--- config.mk ---
export PLATFORM = sky130hd
export DESIGN_NAME = mem_stage
export DESIGN_NICKNAME = d
export VERILOG_FILES = /design/src/rtl/mem_stage.sv
export SDC_FILE = /design/constraint.sdc
export NUM_CORES = 1
export LEC_CHECK = 0
export CORE_ASPECT_RATIO = 0.6
export CORE_MARGIN = 3
export CORE_UTILIZATION = 42
export DETAILED_ROUTE_END_ITERATION = 16
export PLACE_DENSITY = 0.78
export SLEW_MARGIN = 30
export SYNTH_ARGS = -nofsm -noshare
export SYNTH_HDL_FRONTEND = slang
export SYNTH_SLANG_ARGS = --single-unit
--- constraint.sdc ---
create_clock -name i_clk -period 3.1 [get_ports i_clk]
set_input_delay 0.62 -clock i_clk [delete_from_list [all_inputs] [get_ports i_clk]]
set_output_delay 0.62 -clock i_clk [all_outputs]
set_load 0.01 [all_outputs]
--- src/rtl/mem_stage.sv ---
// Memory-access pipeline stage: drives a req/ready/rvalid data-memory handshake,
// aligns store lanes and load data, flags misaligned accesses, registers MEM/WB.
module mem_stage (
    input  logic        i_clk,
    input  logic        i_rst,
    input  logic        i_valid,
    input  logic [31:0] i_addr,
    input  logic [31:0] i_store_data,
    input  logic        i_is_load,
    input  logic        i_is_store,
    input  logic [1:0]  i_size,
    input  logic        i_unsigned,
    input  logic        i_reg_write_en,
    input  logic [4:0]  i_dest_addr,
    output logic        o_stall,
    output logic        o_dmem_req,
    output logic        o_dmem_we,
    output logic [31:0] o_dmem_addr,
    output logic [31:0] o_dmem_wdata,
    output logic [3:0]  o_dmem_mask,
    input  logic        i_dmem_ready,
    input  logic        i_dmem_rvalid,
    input  logic [31:0] i_dmem_rdata,
    output logic        o_wb_valid,
    output logic [31:0] o_wb_data,
    output logic        o_wb_reg_write_en,
    output logic [4:0]  o_wb_dest_addr,
    output logic        o_wb_trap
);
    typedef enum logic [1:0] {IDLE, REQ, WAIT} state_t;

    state_t      state;
    logic [31:0] cap_addr;
    logic [31:0] cap_wdata;
    logic [3:0]  cap_mask;
    logic [1:0]  cap_size;
    logic        cap_unsigned;
    logic        cap_is_store;
    logic        cap_reg_write_en;
    logic [4:0]  cap_dest;

    logic mem_op;
    logic misaligned;
    logic start;
    logic req;

    function automatic logic is_misaligned(input logic [1:0] size, input logic [1:0] lo);
        case (size)
            2'b00:   return 1'b0;
            2'b01:   return lo[0];
            2'b10:   return (lo != 2'b00);
            default: return 1'b1;
        endcase
    endfunction

    function automatic logic [31:0] lane_wdata(input logic [1:0] size, input logic [31:0] d);
        case (size)
            2'b00:   return {4{d[7:0]}};
            2'b01:   return {2{d[15:0]}};
            default: return d;
        endcase
    endfunction

    function automatic logic [3:0] lane_mask(input logic [1:0] size, input logic [1:0] lo);
        case (size)
            2'b00:   return 4'b0001 << lo;
            2'b01:   return lo[1] ? 4'b1100 : 4'b0011;
            2'b10:   return 4'b1111;
            default: return 4'b0000;
        endcase
    endfunction

    function automatic logic [31:0] load_extract(input logic [1:0] size, input logic [1:0] lo,
                                                 input logic uns, input logic [31:0] rdata);
        logic [7:0]  b;
        logic [15:0] h;
        b = rdata[{lo, 3'b000} +: 8];
        h = rdata[{lo[1], 4'b0000} +: 16];
        case (size)
            2'b00:   return uns ? {24'h0, b} : {{24{b[7]}}, b};
            2'b01:   return uns ? {16'h0, h} : {{16{h[15]}}, h};
            default: return rdata;
        endcase
    endfunction

    assign mem_op     = i_is_load | i_is_store;
    assign misaligned = is_misaligned(i_size, i_addr[1:0]);
    assign start      = (state == IDLE) & i_valid & mem_op & !misaligned;
    assign req        = (state == REQ) & !i_rst;

    // Stall drops in the completion cycle so EX/MEM advances on that edge.
    always_comb begin
        o_stall = 1'b0;
        if (!i_rst) begin
            o_stall = start
                    | ((state == REQ) & !(cap_is_store & i_dmem_ready))
                    | ((state == WAIT) & !i_dmem_rvalid);
        end
    end

    always_comb begin
        o_dmem_req   = req;
        o_dmem_we    = req & cap_is_store;
        o_dmem_addr  = req ? {cap_addr[31:2], 2'b00} : 32'h0;
        o_dmem_wdata = req ? cap_wdata : 32'h0;
        o_dmem_mask  = req ? cap_mask : 4'h0;
    end

    // Captured request fields hold steady for the whole transaction.
    always_ff @(posedge i_clk) begin
        if (start) begin
            cap_addr         <= i_addr;
            cap_size         <= i_size;
            cap_unsigned     <= i_unsigned;
            cap_is_store     <= i_is_store;
            cap_reg_write_en <= i_reg_write_en;
            cap_dest         <= i_dest_addr;
            cap_wdata        <= i_is_store ? lane_wdata(i_size, i_store_data) : 32'h0;
            cap_mask         <= i_is_store ? lane_mask(i_size, i_addr[1:0]) : 4'h0;
        end
    end

    always_ff @(posedge i_clk or posedge i_rst) begin
        if (i_rst) begin
            state             <= IDLE;
            o_wb_valid        <= 1'b0;
            o_wb_data         <= 32'h0;
            o_wb_reg_write_en <= 1'b0;
            o_wb_dest_addr    <= 5'h0;
            o_wb_trap         <= 1'b0;
        end else begin
            o_wb_valid <= 1'b0;
            case (state)
                IDLE: begin
                    if (start) begin
                        state <= REQ;
                    end else begin
                        o_wb_valid        <= i_valid;
                        o_wb_data         <= i_addr;
                        o_wb_dest_addr    <= i_dest_addr;
                        o_wb_trap         <= i_valid & mem_op & misaligned;
                        o_wb_reg_write_en <= i_valid & i_reg_write_en & !(mem_op & misaligned);
                    end
                end
                REQ: begin
                    if (i_dmem_ready) begin
                        if (cap_is_store) begin
                            state             <= IDLE;
                            o_wb_valid        <= 1'b1;
                            o_wb_data         <= cap_addr;
                            o_wb_reg_write_en <= 1'b0;
                            o_wb_dest_addr    <= cap_dest;
                            o_wb_trap         <= 1'b0;
                        end else begin
                            state <= WAIT;
                        end
                    end
                end
                WAIT: begin
                    if (i_dmem_rvalid) begin
                        state             <= IDLE;
                        o_wb_valid        <= 1'b1;
                        o_wb_data         <= load_extract(cap_size, cap_addr[1:0], cap_unsigned, i_dmem_rdata);
                        o_wb_reg_write_en <= cap_reg_write_en;
                        o_wb_dest_addr    <= cap_dest;
                        o_wb_trap         <= 1'b0;
                    end
                end
                default: state <= IDLE;
            endcase
        end
    end
endmodule

## Yosys cells after proc, flatten, opt, wreduce, memory -nomap -nowiden

Index checks and enable logic that the tools add are counted.

- $add $sub $neg: 0
- Multiply operators: 0
- Div/mod/pow operators: 0
- $lt $le $gt $ge: 0
- Equal/unequal tests: 10
- Shift operators: 3
- Muxes and demuxes: 39
- Bitwise gates (word level): 16
- Reductions and logical operators: 12

Operators with widths:

| kind | number |
|---|---|
| 32-bit two-way mux | 8 |
| 32-bit one-hot mux with 2 select lines | 2 |
| 32-bit one-hot mux with 3 select lines | 1 |
| 32-bit by 6-bit variable part select with 16-bit output | 1 |
| 32-bit by 6-bit variable part select with 8-bit output | 1 |
| 5-bit two-way mux | 4 |
| 5-bit one-hot mux with 3 select lines | 1 |
| 1-bit AND | 13 |
| 1-bit one-hot mux with 3 select lines | 4 |
| 4-bit one-hot mux with 3 select lines | 1 |
| 1-bit two-way mux | 11 |
| 2-bit != test, second input constant | 5 |
| 2-bit two-way mux | 4 |
| 4-bit two-way mux | 2 |
| 2-bit by 1-bit equality test with 1-bit output, second input constant | 3 |
| 2-bit logical NOT | 3 |
| 2-bit one-hot mux with 3 select lines | 1 |
| 1-bit logical NOT | 5 |
| 5-bit AND reduction | 1 |
| 2-bit equality test, second input constant | 2 |
| 1-bit by 2-bit << shifter with 4-bit output, first input constant | 1 |
| 1-bit bitwise OR | 3 |
| 3-bit AND reduction | 1 |
| 3-bit nonzero test | 1 |
| 2-bit nonzero test | 1 |

- Bits in registers: 120
- Latch bits: 0
- RAM bits: 0
- Bits in read-only memories: 0
- Input port bits: 112
- Output and inout port bits: 111
- Logic and storage cells: 94
- Memories kept: 0

## Logic depth before layout (Yosys ltp)

- Word-level depth: 7
- Gate-level depth with buffers: 9
- Gate-level depth less buffers: 7

## Least setup slack after synthesis

No wires, ideal clock.

- Path kind: input port to flip-flop
- Start: input port i_size[0]
- End: register cap_addr[0] (enable)
- Library setup time: 0.432 ns
- Arrival time: 2.703 ns
- Required time: 2.668 ns
- Setup slack: -0.034 ns
- Cell stages on the path: 4
- Path buffers: 1
- Path through: buf_2 > a21oi_2 > o221ai_4 > inv_1

- Longest elaborated chain between the ends: 4
- Elaborated cells on any way between the ends: 6
- Classes of those cells: eq/ne (2); mux (1); bitwise (1); reduce/logical (2)

Ends and longest elaborated chain:

| item | line | text |
|---|---|---|
| start: declaration | 11 | `input logic [1:0] i_size,` |
| 2-bit equality test, or another cell as far along | 48 | `case (size)` |
| 1-bit one-hot mux with 3 select lines * | 48 |  |
| 1-bit logical NOT * | 88 | `assign start = (state == IDLE) & i_valid & mem_op & !misaligned;` |
| 1-bit AND * | 88 |  |
| named net start | 44 | `logic start;` |
| end signal: assignment | 112 | `cap_addr <= i_addr;` |
| end: declaration | 33 | `logic [31:0] cap_addr;` |

Mark *: on every way through the listed nets, which the timed path passes. The rest lies on a longest branch.
A chain may end at the register's enable or synchronous reset.

## Worst setup path in the final report

- Start: input port i_addr[0]
- End: output port o_stall

- Longest elaborated chain between the ends: 7

Ends and longest elaborated chain:

| item | line | text |
|---|---|---|
| start: declaration | 7 | `input logic [31:0] i_addr,` |
| 2-bit nonzero test | 51 | `2'b10: return (lo != 2'b00);` |
| 1-bit one-hot mux with 3 select lines * | 48 |  |
| 1-bit logical NOT * | 88 |  |
| 1-bit AND * | 88 |  |
| 1-bit bitwise OR * | 96 | `\| ((state == REQ) & !(cap_is_store & i_dmem_ready))` |
| 1-bit bitwise OR * | 97 | `\| ((state == WAIT) & !i_dmem_rvalid);` |
| 1-bit two-way mux * | 94 | `if (!i_rst) begin` |
| end: declaration | 15 | `output logic o_stall,` |

Every way passes the cells marked *; elsewhere a longest branch is shown, timed or not.

==> impl_metrics.toml <==
[status]
status = "finished, final reports clean"

[place]
place.detailed.hpwl_um = 15600
placed_area_um2 = 8880
gp_congestion = 0.858
dp.cells = 1023
port_buffers = 220

[global_route]
grt_overflow = 0
grt.busiest_layer = "met1"
use_met3 = 0.0692
grt_pass1_wl_um = 32500
met1_usage = 0.369
grt_pass1_vias = 5636
grt_use_met2 = 0.360
grt_max_degree = 53
antenna_found_initial = 0
grt_usage = 0.248

[power_and_ir_drop]
p_leak_nw = 3.60
p_seq_frac = 0.311
p_per_area_nw_per_um2 = 805
power_switching_mw = 2.75
ir_drop_mv = 0.476
comb_power_share = 0.439
p_int_mw = 4.87
netSwitchingFraction = 0.361
clkPwrFrac = 0.251

[floorplanning]
die_w_um = 166
io_pins = 223
num_rows = 34
dieArea_um2 = 17000
initial_utilization = 0.438
fp.dieH_um = 102
core_area_um2 = 14800

[worst_setup_path]
startpoint = "i_addr[0]"
criticalPathCategory = "in -> out"
endpoint = "o_stall"
r2r_start = "cap_addr[1]$_DFFE_PP_"
rr_endpoint = "o_wb_data[16]$_DFFE_PP0P_"
cp.required_ns = 2.48
worst-r2r-setup-slack_ns = 0.74
crit_arrival_ns = 2.37
cp_max_fo = 6
r2r_cells = 5
cp-start-kind = "input port"
cp-end-kind = "output port"

[logic_synthesis]
synth.top_cell.area_share = 0.362
synth-seq-area-share = 0.524
ys.flop_type = "edfxtp_1"
netlist_instances = 636
synth.ff_latch_count = 120
synth_area_um2 = 6470
syn_avg_cell_area_um2 = 10.2
synth_warnings = 0
yosysUniqueCellTypes = 57
yosys.area.top_type = "edfxtp_1"
synth_edf_count = 78
synthArstFlopShare = 0.350
yosys-top-cells-area = "edfxtp_1, dfrtp_1, mux2i_1"

[cts]
htreeDepth = 4
cts_tree = "built"
clockRootBuffer = "clkbuf_16"
clk-insertion-delay-late_ns = 0.41
numCtsBuffers = 17
clk_path_buf_depth = 2
clock-sinks = 120
path_clk_slew_ns = 0.05

[layout]
synthToLayoutAreaGrowth_pct = 46.4
diodes = 0
layout-drive-gt1-share = 0.0852
final_core_util = 0.642
final_cells = 1055
final_design_area_no_fill_um2 = 9470
finalNetCount = 961

[sta]
fin_tns_setup_ns = 0
fin_crit_sh = 0.963
worst_pin_slew_ns = 0.842
fin_crit_ns = 2.99
slew_viol_final = 0
hold_viol = 0
slew_headroom = 0.438
max_freq_mhz = 335
finalSetupViolations = 0
fin_worst_skew_ns = 0.0120
rsz0062_at_grt = "no"

[routing]
drt-wirelength-per-cell_um = 20.3
postRouteAntennaNets = 0
drc = 0
drt_first_pass_iters = 5
num_vias = 5830
via_per_inst = 5.53
drtIter0Drc = 512
wl_um = 21400

[flow_run]
max-cap-violations = 0

[hold_path]
hp-class = "reg -> reg"
synthesized netlist by cell type, drive strengths merged (2+ instances only):
cell type / number
mux2i: 32
nand2b: 3
nand3: 2
edfxtp: 78
or3: 16
o21ai: 32
nor2: 77
dfrtp: 42
a211oi: 2
clkbuf: 26
nor2b: 10
a21o: 3
o221ai: 2
o211ai: 7
nor4b: 2
a21oi: 43
a311oi: 7
buf: 24
ha: 5
o22ai: 13
mux2: 3
nand3b: 2
inv: 10
o211a: 8
a2bb2oi: 16
a221oi: 7
nand2: 86
a21boi: 8
and2: 49
a32oi: 3
a22o: 7
sequential cells by signal, summed over array words and instances (netlist names), 2 cells and up:
register and count:
cap_addr 32, cap_wdata 32, o_wb_data 32, cap_dest 5, o_wb_dest_addr 5, cap_mask 4, cap_size 2, state 2
kinds of logic after synthesis:
kind of cell             share of synthesized area
multiplexers                                0.0553
AND/OR/NAND/NOR                              0.187
buffers and inverters                       0.0443
flip-flops                                   0.524
adder cells (fa/ha/maj)                    0.00967
AO/OA/AOI/OAI                                0.178
other                                     0.000580
area by class of cell:
cell class | instances | area, um2
Tap cell | 198 | 248
Multi-Input combinational cell | 456 | 2810
Clock inverter | 13 | 123
Fill cell | 1153 | 5290
Inverter | 11 | 45.0
Sequential cell | 120 | 3390
Timing Repair Buffer | 238 | 2400
Clock buffer | 19 | 453
how the worst min path moves through the flow:
stage                     depth (start not counted)  slack (ns)                     start                            end
after global placement                            1        0.47  o_wb_data[0]$_DFFE_PP0P_       o_wb_data[0]$_DFFE_PP0P_
after CTS                                         1        0.48  o_wb_data[0]$_DFFE_PP0P_       o_wb_data[0]$_DFFE_PP0P_
after global routing                              1        0.51  o_wb_data[0]$_DFFE_PP0P_       o_wb_data[0]$_DFFE_PP0P_
after detailed placement                          1        0.47  o_wb_data[0]$_DFFE_PP0P_       o_wb_data[0]$_DFFE_PP0P_
final                                             1        0.49  o_wb_data[0]$_DFFE_PP0P_       o_wb_data[0]$_DFFE_PP0P_
after floorplan                                   2        0.49     cap_dest[0]$_DFFE_PP_  o_wb_dest_addr[0]$_DFFE_PP0P_
what timing repair did:
action / CTS / global route
endpoints found under the setup margin: 13 / 11
gates cloned: 0 / 0
buffers inserted: 0 / 0
hold buffers: 0 / 0
gates resized for setup: 1 / 1
per-stage QoR:
| step | hold slack (ns) | worst slack (ns) | power (mW) |
|---|---|---|---|
| after floorplan | 0.494 | 0.318 | 4.30 |
| after global placement | 0.467 | 0.156 | 5.59 |
| after detailed placement | 0.471 | 0.129 | 5.69 |
| after CTS | 0.484 | 0.0624 | 7.62 |
| after global routing | 0.509 | 0.0280 | 8.03 |
| final | 0.485 | 0.115 | 7.62 |
placed cells by master, fill, tap and decap left out, types with 4 or more instances in the layout:
master and count:
o211a_1 8, clkbuf_16 17, or3_1 16, a221oi_1 7, a21boi_0 8, a21oi_1 42, clkinvlp_4 8, buf_12 5
buf_4 13, a22o_1 7, edfxtp_1 78, dfrtp_1 42, and2_1 49, o211ai_1 7, o22ai_1 13, o21ai_0 21
a311oi_2 4, mux2i_1 32, a2bb2oi_1 16, nor2b_1 9, clkdlybuf4s50_1 220, o21ai_1 10, nand2_1 85, inv_1 8
nor2_1 75
layer usage:
metal / vias up / wire length, um
met4: 0 / 270
met1: 2792 / 10200
met3: 24 / 1910
met2: 310 / 9040
met5: - / 0
li1: 2704 / -
worst max-delay path, stage by stage:
cell	delay, ns
clkdlybuf4s50_1	0.54
nor3_2	0.30
o221ai_4	0.13
a21oi_1	0.13
clkdlybuf4s50_1	0.65
power by group through the flow:
stage | clock network, mW | registers, mW | logic, mW
floorplan | 0 | 2.43 | 1.87
global placement | 0 | 2.37 | 3.22
detailed placement | 0 | 2.38 | 3.31
CTS | 1.94 | 2.36 | 3.33
global route | 2.01 | 2.41 | 3.61
finish | 1.91 | 2.37 | 3.34
Note: power is estimated with default switching activity, not from simulation.
